[src/rtl/clock_set_ctrl_pkg.sv]
// rtl/clock_set_ctrl_pkg.sv - shared types and defaults for the clock time-set controller
package clock_set_pkg;

  typedef enum logic [1:0] {
    ST_IDLE    = 2'd0,
    ST_HOURS   = 2'd1,
    ST_MINUTES = 2'd2
  } set_state_t;

  localparam int unsigned REPEAT_DELAY_DEFAULT = 2;
  localparam int unsigned DLY_W_DEFAULT        = 4;

endpackage

[src/rtl/clock_set_ctrl_repeat_timer.sv]
// rtl/clock_set_ctrl_repeat_timer.sv - hold-delay counter and auto-repeat rate selection
module set_repeat_timer
  import clock_set_pkg::*;
#(
  parameter int unsigned REPEAT_DELAY = REPEAT_DELAY_DEFAULT,
  parameter int unsigned DLY_W        = DLY_W_DEFAULT
) (
  input  logic i_clk,
  input  logic i_reset,
  input  logic start,
  input  logic run,
  input  logic fast,
  input  logic slow_stb,
  input  logic fast_stb,
  output logic repeat_stb
);

  logic [DLY_W-1:0] cnt_q, cnt_d;
  logic             rep_q, rep_d;
  logic             rate_stb;

  always_comb begin
    cnt_d      = cnt_q;
    rep_d      = rep_q;
    rate_stb   = fast ? fast_stb : slow_stb;
    repeat_stb = run & rep_q & rate_stb;
    if (start) begin
      cnt_d = '0;
      rep_d = 1'b0;
    end else if (run && !rep_q && slow_stb) begin
      // The strobe that completes the hold delay only arms the repeat phase.
      cnt_d = cnt_q + DLY_W'(1);
      if (cnt_d == DLY_W'(REPEAT_DELAY)) begin
        rep_d = 1'b1;
      end
    end
  end

  always_ff @(posedge i_clk or posedge i_reset) begin
    if (i_reset) begin
      cnt_q <= '0;
      rep_q <= 1'b0;
    end else begin
      cnt_q <= cnt_d;
      rep_q <= rep_d;
    end
  end

endmodule

[src/rtl/clock_set_ctrl.sv]
// rtl/clock_set_ctrl.sv - turns set buttons into hour/minute increment pulses and gates the 1 Hz tick
module clock_set_ctrl
  import clock_set_pkg::*;
#(
  parameter int unsigned REPEAT_DELAY = REPEAT_DELAY_DEFAULT,
  parameter int unsigned DLY_W        = DLY_W_DEFAULT
) (
  input  logic i_clk,
  input  logic i_reset,
  input  logic i_1hz_stb,
  input  logic i_slow_set_stb,
  input  logic i_fast_set_stb,
  input  logic i_fast_set_db,
  input  logic i_set_hours_db,
  input  logic i_set_minutes_db,
  output logic o_inc_hours,
  output logic o_inc_minutes,
  output logic o_clr_seconds,
  output logic o_set_active,
  output logic o_1hz_stb
);

  set_state_t state_q, state_d;
  logic       hrs_q, min_q;
  logic       hrs_lock_q, hrs_lock_d;
  logic       min_lock_q, min_lock_d;
  logic       hrs_rise, min_rise;
  logic       sel_db, held, enter;
  logic       repeat_stb;

  logic inc_hours_q, inc_hours_d;
  logic inc_minutes_q, inc_minutes_d;
  logic clr_seconds_q, clr_seconds_d;
  logic set_active_q, set_active_d;
  logic one_hz_q, one_hz_d;

  // Lock flags come out of reset set so a button held through reset needs a fresh press.
  always_comb begin
    hrs_lock_d = hrs_lock_q & i_set_hours_db;
    min_lock_d = min_lock_q & i_set_minutes_db;
    hrs_rise   = i_set_hours_db & ~hrs_q & ~hrs_lock_q;
    min_rise   = i_set_minutes_db & ~min_q & ~min_lock_q;
    case (state_q)
      ST_HOURS:   sel_db = i_set_hours_db;
      ST_MINUTES: sel_db = i_set_minutes_db;
      default:    sel_db = 1'b0;
    endcase
    held = (state_q != ST_IDLE) & sel_db;
  end

  always_ff @(posedge i_clk or posedge i_reset) begin
    if (i_reset) begin
      state_q    <= ST_IDLE;
      hrs_q      <= 1'b0;
      min_q      <= 1'b0;
      hrs_lock_q <= 1'b1;
      min_lock_q <= 1'b1;
    end else begin
      state_q    <= state_d;
      hrs_q      <= i_set_hours_db;
      min_q      <= i_set_minutes_db;
      hrs_lock_q <= hrs_lock_d;
      min_lock_q <= min_lock_d;
    end
  end

  always_comb begin
    state_d = state_q;
    case (state_q)
      ST_IDLE: begin
        if (hrs_rise) begin
          state_d = ST_HOURS;
        end else if (min_rise) begin
          state_d = ST_MINUTES;
        end
      end
      ST_HOURS, ST_MINUTES: begin
        if (!sel_db) begin
          state_d = ST_IDLE;
        end
      end
      default: state_d = ST_IDLE;
    endcase
  end

  assign enter = (state_q == ST_IDLE) && (state_d != ST_IDLE);

  set_repeat_timer #(
    .REPEAT_DELAY (REPEAT_DELAY),
    .DLY_W        (DLY_W)
  ) u_repeat_timer (
    .i_clk      (i_clk),
    .i_reset    (i_reset),
    .start      (enter),
    .run        (held),
    .fast       (i_fast_set_db),
    .slow_stb   (i_slow_set_stb),
    .fast_stb   (i_fast_set_stb),
    .repeat_stb (repeat_stb)
  );

  always_comb begin
    inc_hours_d   = (enter && state_d == ST_HOURS)
                  | ((state_q == ST_HOURS) & repeat_stb);
    inc_minutes_d = (enter && state_d == ST_MINUTES)
                  | ((state_q == ST_MINUTES) & repeat_stb);
    clr_seconds_d = enter && (state_d == ST_MINUTES);
    set_active_d  = (state_d != ST_IDLE);
    one_hz_d      = i_1hz_stb & (state_q == ST_IDLE) & ~enter;
  end

  always_ff @(posedge i_clk or posedge i_reset) begin
    if (i_reset) begin
      inc_hours_q   <= 1'b0;
      inc_minutes_q <= 1'b0;
      clr_seconds_q <= 1'b0;
      set_active_q  <= 1'b0;
      one_hz_q      <= 1'b0;
    end else begin
      inc_hours_q   <= inc_hours_d;
      inc_minutes_q <= inc_minutes_d;
      clr_seconds_q <= clr_seconds_d;
      set_active_q  <= set_active_d;
      one_hz_q      <= one_hz_d;
    end
  end

  assign o_inc_hours   = inc_hours_q;
  assign o_inc_minutes = inc_minutes_q;
  assign o_clr_seconds = clr_seconds_q;
  assign o_set_active  = set_active_q;
  assign o_1hz_stb     = one_hz_q;

endmodule

[config.mk]
export PLATFORM = sky130hd
export DESIGN_NAME = clock_set_ctrl
export DESIGN_NICKNAME = d
export VERILOG_FILES = /design/src/rtl/clock_set_ctrl_pkg.sv /design/src/rtl/clock_set_ctrl_repeat_timer.sv /design/src/rtl/clock_set_ctrl.sv
export SDC_FILE = /design/constraint.sdc
export NUM_CORES = 1
export LEC_CHECK = 0
export CAP_MARGIN = 20
export CELL_PAD_IN_SITES_DETAIL_PLACEMENT = 1
export CELL_PAD_IN_SITES_GLOBAL_PLACEMENT = 1
export CORE_UTILIZATION = 39
export DETAILED_ROUTE_END_ITERATION = 16
export PLACE_DENSITY_LB_ADDON = 0.05
export SYNTH_ARGS = -nofsm -noshare
export SYNTH_HDL_FRONTEND = slang
export SYNTH_SLANG_ARGS = --single-unit
[constraint.sdc]
create_clock -name i_clk -period 1.95 [get_ports i_clk]
set_clock_uncertainty 0.1 [all_clocks]
set_input_delay 0.195 -clock i_clk [delete_from_list [all_inputs] [get_ports i_clk]]
set_output_delay 0.195 -clock i_clk [all_outputs]
set_load 0.005 [all_outputs]
Word level (Yosys, flattened, before mapping)

Index checks and enable logic that the tools add are counted.

Bits in registers: 16
Bits in latches: 0
Bits in writable memories: 0
ROM bits: 0
Input bits: 8
Output and inout bits: 5
Logic and storage cells: 62
Memories kept: 0

$add $sub $neg: 1
Multipliers: 0
Divide/modulo/power cells: 0
Magnitude comparators: 0
Equality and inequality tests: 5
Shift operators: 0
Muxes and demuxes: 11
Bitwise operators: 20
Reduce and logical (&&, ||, !) cells: 13

Operators by type and width:

| kind                                                             | number |
|---|---|
| 1-bit bitwise AND                                                | 13 |
| 4-bit two-way mux                                                | 2 |
| 2-bit nonzero test                                               | 4 |
| 2-bit two-way mux                                                | 3 |
| 1-bit logical AND                                                | 5 |
| 1-bit NOT                                                        | 5 |
| 4-bit by 1-bit adder with 4-bit output (second input constant)   | 1 |
| 2-bit by 1-bit == test with 1-bit output (second input constant) | 2 |
| 2-bit == test (second input constant)                            | 2 |
| 4-bit by 2-bit == test with 1-bit output (second input constant) | 1 |
| 1-bit two-way mux                                                | 4 |
| 2-bit case mux with 2 select lines                               | 1 |
| 2-bit zero test                                                  | 1 |
| 1-bit OR                                                         | 2 |
| 1-bit case mux with 2 select lines                               | 1 |
| 2-bit AND reduction                                              | 1 |
| 2-bit OR reduction                                               | 1 |
| 1-bit zero test                                                  | 1 |

Logic depth before layout (Yosys ltp)

Gate-level depths: netlist of run 1.

Depth after elaboration: 10
Gate-level depth with buffers: 6
Gate-level depth less buffers: 6

Modules after synthesis

Synthesis of run 1 repeated with hierarchy kept, for this count alone.

Cell total of the unflattened synthesis: 79
Area total of the unflattened synthesis: 879.6 µm²

Modules (own cells, without submodules):

| module           | instances | cells each | area an instance (µm²) | seq. area each (µm²) |
|---|---|---|---|---|
| clock_set_ctrl   | 1         | 50         | 575.6                  | 277.8 |
| set_repeat_timer | 1         | 29         | 304.0                  | 125.1 |

Worst setup path before layout of run 1

Ideal clock, no wire load.

Path kind: register to register
Start point: register state_q[0]
End point: register inc_minutes_q, in the netlist o_inc_minutes
Library setup time: 0.122 ns
Arrival time: 1.510 ns
Data required time: 1.728 ns
Path slack: 0.218 ns
Cell stages (with the launch flop): 7
Buffers on the path: 0
Clock period less this slack: 1.732 ns
Cells stage by stage: dfrtp_1 > inv_1 > ha_1 > a22o_2 > and2_4 > and4_1 > a32o_1

Cells in the longest elaborated chain, start to end: 8
Elaborated cells on any way between the ends: 19
Classes of those cells: eq/ne: 3; mux: 5; bitwise: 5; reduce/logical: 6

RTL lines:

| element                                                                          | RTL line                                                          | RTL |
|---|---|---|
| start: declaration                                                               | clock_set_ctrl.sv:23                                              | `set_state_t state_q, state_d;` |
| start signal: assignment                                                         | clock_set_ctrl.sv:59                                              | `state_q <= state_d;` |
| 2-bit == test / 2-bit by 1-bit == test with 1-bit output (equally long branches) | clock_set_ctrl.sv:43, clock_set_ctrl.sv:69, clock_set_ctrl.sv:106 |  |
| 1-bit case mux with 2 select lines                                               | clock_set_ctrl.sv:43                                              | `case (state_q)` |
| 2-bit two-way mux                                                                | clock_set_ctrl.sv:78                                              | `if (!sel_db) begin` |
| 2-bit case mux with 2 select lines                                               | clock_set_ctrl.sv:69                                              | `case (state_q)` |
| 2-bit nonzero test                                                               | clock_set_ctrl.sv:86                                              | `assign enter = (state_q == ST_IDLE) && (state_d != ST_IDLE);` |
| 1-bit logical AND                                                                | clock_set_ctrl.sv:86                                              |  |
| 1-bit logical AND                                                                | clock_set_ctrl.sv:105                                             | `inc_minutes_d = (enter && state_d == ST_MINUTES)` |
| 1-bit OR *                                                                       | clock_set_ctrl.sv:106                                             | `\| ((state_q == ST_MINUTES) & repeat_stb);` |
| net inc_minutes_d                                                                | clock_set_ctrl.sv:32                                              | `logic inc_minutes_q, inc_minutes_d;` |
| end signal: assignment                                                           | clock_set_ctrl.sv:121                                             | `inc_minutes_q <= inc_minutes_d;` |
| end: declaration                                                                 | clock_set_ctrl.sv:32                                              |  |

Mark *: on every way through the listed nets, which the timed path passes. The rest lies on a longest branch.
A chain may end at the register's enable or synchronous reset.

Final worst setup path of run 1

Start point: register state_q[0]
End point: register set_active_q, in the netlist o_set_active

Cells in the longest elaborated chain, start to end: 5
Elaborated cells on any way between the ends: 10
Classes of those cells: eq/ne: 2; mux: 5; reduce/logical: 3

RTL lines:

| element                                                                          | RTL line                                   | RTL |
|---|---|---|
| 2-bit == test / 2-bit by 1-bit == test with 1-bit output (equally long branches) | clock_set_ctrl.sv:43, clock_set_ctrl.sv:69 |  |
| 1-bit case mux with 2 select lines                                               | clock_set_ctrl.sv:43                       |  |
| 2-bit two-way mux                                                                | clock_set_ctrl.sv:78                       |  |
| 2-bit case mux with 2 select lines *                                             | clock_set_ctrl.sv:69                       |  |
| net state_d[0]                                                                   | clock_set_ctrl.sv:23                       |  |
| 2-bit nonzero test *                                                             | clock_set_ctrl.sv:108                      | `set_active_d = (state_d != ST_IDLE);` |
| net set_active_d                                                                 | clock_set_ctrl.sv:34                       | `logic set_active_q, set_active_d;` |
| end signal: assignment                                                           | clock_set_ctrl.sv:123                      | `set_active_q <= set_active_d;` |
| end: declaration                                                                 | clock_set_ctrl.sv:34                       |  |

Marked as above.

==> run metrics, run 1 <==
RR Endpoint o_set_active; grt total ovfl 0; biggest registers after layout u_repeat_timer.cnt_q: 4 flops, state_q: 2 flops; final setup fails 0; Synth Cell Area 825 um^2; core area 1980 um^2; Post-DRT Antenna Nets 0; worst slew pin tran 601 ps; Hold Path Class primary input to async pin; crit-path max FO 6; Vias 656; Syn. warnings 0; clock sink count 16; Avg Inst Size Synth 10.7 um^2; initial core utilization 41.6%; first-pass GRT wire length 2810 um; post-cts sizing count 0; outcome finished clean; pins over their slew limit 0; Tot Pwr 1.20 mW; Seq/Total Area, Yosys 48.9%; placed cells 122; RSZ-0062 raised after global routing false; area leader, netlist dfrtp_1; TritonCTS clock tree built; Filler Cells Inserted 232; DP Area 1020 um^2; Die ar. 2300 um^2; chip height 48.0 um; dpl ws 112 ps; Post-synth EDFFs 0; DRC 0; FF-to-FF path depth 7; nature of the critical path endpoint register; GP Congestion 0.778; final core occ 53.3%; #FFs+latches synth 16; Finished Cell Area 1060 um^2; Leak Pwr 0.483 nW; Vias per Instance 5.17; critical path type register to register; CTS max path bufs 2; Max VDD drop 591 uV; Synth Instances 77; vias in the first global route 682; startpoint types register; clock latency on the worst-skew pair 280 ps; Power Dens Cells 1140 nW/um^2; reg-to-reg startpoint state_q[0]; H-tree level count 1; WL per Instance 14.1 um; Tot GR Track Use 17.8%; max FFs per register 4; hold_buf cts 0; clock-pin slew on the worst setup and hold paths 100 ps; ys flop type dfrtp_1; ys async rst share 100%; Tmin final 1820 ps; largest net degree at the start of global routing 17; Setup WS post-layout 128 ps; num ports 13; final wirelength 1790 um; post-DP HPWL 1420 um; Syn Nets 91; Die Wd 48.0 um; CP arrival 1890 ps; CTS Buf Count 3; initial antenna violation count 0; Area growth syn-to-layout 28.2%; period utilisation layout 93.4%; Yosys top cell area share 42.5%; # diodes 0; Synth top cells by count dfrtp_1 (14), ha_1 (6), nand3_1 (6); row cnt 16; WP data required 2010 ps; Cell variety after synth 31; first-pass iteration count of the detailed router 4; count leader, synth dfrtp_1; layout cells sized above 1 18.0%; Slew HR 59.9%; Peak Freq 549 MHz; clock root buffer clkbuf_4; final hold violation count 0; reg2reg setup slack 130 ps; initial DRC count 4; setup_tns 0 ps; WHS 175 ps; ranking of synthesized cells by area dfrtp_1 (42%), ha_1 (9.1%), dfstp_2 (6.4%); max-cap viol count 0; Biggest register u_repeat_timer.cnt_q; Setup Buffers After CTS 0; # port buffers 12; Layout Cells excl Fill 127; final net count 115
-- worst max-delay path by stage --
stage / to / depth (start not counted) / startpoint
after floorplan: o_inc_minutes / 6 / state_q[0]
final: o_set_active / 7 / state_q[0]
after CTS: o_set_active / 7 / state_q[0]
after global placement: u_repeat_timer.cnt_q[1] / 6 / i_set_minutes_db
after detailed placement: o_inc_hours / 5 / i_set_minutes_db
after global routing: o_set_active / 7 / state_q[0]
-- report_power, final --
| group | leakage [nW] | internal [mW] | switching (mW) |
|---|---|---|---|
| Combinational | 0.264 | 0.306 | 0.267 |
| Sequential | 0.204 | 0.404 | 0.0468 |
| Clock | 0.0150 | 0.0793 | 0.100 |
-- cell type report --
cell class              instances  area [um^2]  area share, %
repair buffers                 19          173           16.3
flip-flops and latches         16          403           38.1
clock buffers                   4         26.3           2.49
well taps                      27         33.8           3.20
multi-input cells              56          403           38.1
inverters                       5         18.8           1.78
-- cells by family after synthesis --
kind of cell | count (synthesis) | synth area share [%]
mux | 1 | 1.37
xor+xnor | 4 | 4.25
compound gates | 13 | 11.2
fa+ha+maj | 6 | 9.10
flops | 16 | 48.9
simple gates | 32 | 22.9
buf+inv | 5 | 2.28
-- critical path, cell delays in order (launching register included) --
cell,delay (ps)
dfrtp_1,420
inv_1,100
ha_1,230
a22o_2,260
buf_4,160
nand3_1,80
a31oi_1,110
or2_1,240
-- placed cells by master, fill, tap and decap left out, types with 2 or more instances in the layout --
cell,netlist,layout
a211oi_1,2,2
a21oi_1,2,2
and3_1,3,3
buf_4,0,7
clkbuf_4,0,3
clkdlybuf4s50_1,0,12
dfrtp_1,14,14
dfstp_2,2,2
ha_1,6,6
inv_1,5,5
nand2_1,4,4
nand3_1,6,6
nor2_1,5,5
nor3_1,3,3
nor3b_1,2,2
o21ai_0,2,2
xor2_1,4,4
-- per-layer routing --
layer / vias up / wire length, um / GRT usage, % / share of wire, %
li1: 323 / - / - / -
met1: 319 / 843 / 22.4 / 47
met2: 12 / 883 / 30.0 / 49
met3: 2 / 56 / 2.64 / 3.1
met4: 0 / 9 / 7.78 / 0.50
met5: - / 0 / 0 / 0
(Power assumes the default switching activity.)
==> run 2: changes to the inputs <==
CORE_ASPECT_RATIO = 1.2   (was unset)
==> run metrics, run 2 (same netlist as run 1, synthesis figures left out) <==
final wirelength 1820 um (+1.7%); clock root buffer clkbuf_4; critical path launch point state_q[0]; Post-DRT Antenna Nets 0 (unchanged); num ports 13 (unchanged); layout cells sized above 1 17.3% (-0.65 points); initial core utilization 43.1% (+1.5 points); leading cell type in the layout, fill and taps excluded dfrtp_1; Filler Cells Inserted 217 (-6.5%); first-pass GRT wire length 3180 um (+13%); core area 1910 um^2 (-3.4%); FF-to-FF path depth 6 (-1); Leak Pwr 0.479 nW (-0.84%); first-pass iteration count of the detailed router 10 (+6); RSZ-0062 raised after global routing false; WL per Instance 15.6 um (+10%); Hold Path Class primary input to async pin; post-cts sizing count 0 (unchanged); TritonCTS clock tree built; hold_buf cts 0 (unchanged); Layout Cells excl Fill 117 (-7.9%); CP endpoint o_inc_minutes; setup_tns 0 ps (unchanged); Die ar. 2300 um^2 (about the same); initial DRC count 7 (+3); startpoint types register; CTS max path bufs 2 (unchanged); Power Dens Cells 1170 nW/um^2 (+3.2%); Biggest register u_repeat_timer.cnt_q; WP data required 2040 ps (+30 ps); grt total ovfl 0 (unchanged); RR Endpoint o_inc_minutes; Vias per Instance 5.73 (+11%); clock latency on the worst-skew pair 290 ps (about the same); reg-to-reg startpoint state_q[0]; crit-path max FO 4 (-2); max FFs per register 4 (unchanged); final hold violation count 0 (unchanged); Vias 670 (+2.1%); Setup Buffers After CTS 0 (unchanged); post-DP HPWL 1400 um (-1.9%); biggest registers after layout u_repeat_timer.cnt_q: 4 flops, state_q: 2 flops; CTS Buf Count 3 (unchanged); nature of the critical path endpoint register; placed cells 113 (-7.4%); initial antenna violation count 0 (unchanged); reg2reg setup slack 190 ps (+70 ps); period utilisation layout 90.0% (-3.4 points); critical path type register to register; largest net degree at the start of global routing 17 (unchanged); chip height 52.4 um (+9.1%); vias in the first global route 694 (+1.8%); Slew HR 58.8% (-1.1 points); uppermost layer routed met4; H-tree level count 1 (unchanged); # port buffers 12 (unchanged); Die Wd 44.0 um (-8.3%); worst slew pin tran 618 ps (+17.1 ps); DRC 2 (+2); clock sink count 16 (unchanged); pins over their slew limit 0 (unchanged); CP arrival 1840 ps (-50 ps); final setup fails 0 (unchanged); final net count 113 (-1.7%); met3 WL 53 um (-5.4%); max-cap viol count 0 (unchanged); Peak Freq 570 MHz (+3.8%); Met2 Wirelength 893 um (+1.1%); row cnt 17 (+1); clock-pin slew on the worst setup and hold paths 90 ps (about the same); Tmin final 1760 ps (-66.1 ps); Tot GR Track Use 19.9% (+2.2 points); Max VDD drop 675 uV (+14%); # diodes 0 (unchanged); violations in the final reports DRC; Area growth syn-to-layout 26.4%; Metal-1 WL 827 um (-1.9%); outcome finished with violations; most frequent cells in the layout dfrtp_1 (14), clkdlybuf4s50_1 (12), nand3_1 (6), ha_1 (6); GP Congestion 0.738 (-5.2%)
## run 2: cell count changes in the layout (fill, tap and decap cells not counted), sizes merged
| cell | before | now |
|---|---|---|
| buf | 7 | 5 |
## run 2: cell type report
type,count,area (um^2),share of cell area (%)
sequential,16,403,38.7
multi-input combinational,56,403,38.7
timing repair buffer,17,158,15.1
clock buffer,4,36.3,3.48
tap,19,23.8,2.28
inverter,5,18.8,1.80
## run 2: how the worst min path moves through the flow
stage / from / to / slack [ps]
after detailed placement: hrs_lock_q / hrs_lock_q / 410
final: i_reset / hrs_q / 170
after global routing: i_reset / o_clr_seconds / 250
after CTS: i_reset / u_repeat_timer.cnt_q[3] / 190
after global placement: hrs_lock_q / hrs_lock_q / 420
after floorplan: i_reset / hrs_q / 7
## run 2: power breakdown
| part | switching (mW) | total [mW] | internal [mW] |
|---|---|---|---|
| Combinational | 0.281 | 0.564 | 0.282 |
| Clock | 0.109 | 0.223 | 0.114 |
| Sequential | 0.0338 | 0.438 | 0.404 |
## run 2: through the flow
stage / util (%) / worst slack [ps] / cell area, um^2 / hold WS (ps) / power (mW)
floorplan: - / 218 / 825 / 7.31 / 0.738
global placement: 52.5 / 90.1 / 1010 / 417 / 0.994
detailed placement: 52.5 / 103 / 1010 / 415 / 1.01
CTS: 54.4 / 205 / 1040 / 191 / 1.24
global route: 54.4 / 126 / 1040 / 252 / 1.32
finish: 54.4 / 195 / 1040 / 170 / 1.22
## run 2: critical path, cell delays in order (launching register included)
cell     delay, ps
dfrtp_1        380
inv_1           80
ha_1           220
a22o_2         270
and2_4         170
and4_1         210
a32o_1         210
## run 2: per-layer routing
metal  up-vias  global-route usage (%)
li1        320                       -
met1       331                    24.4
met2        14                    32.6
met3         5                    3.10
met4         0                    12.1
met5         -                       0
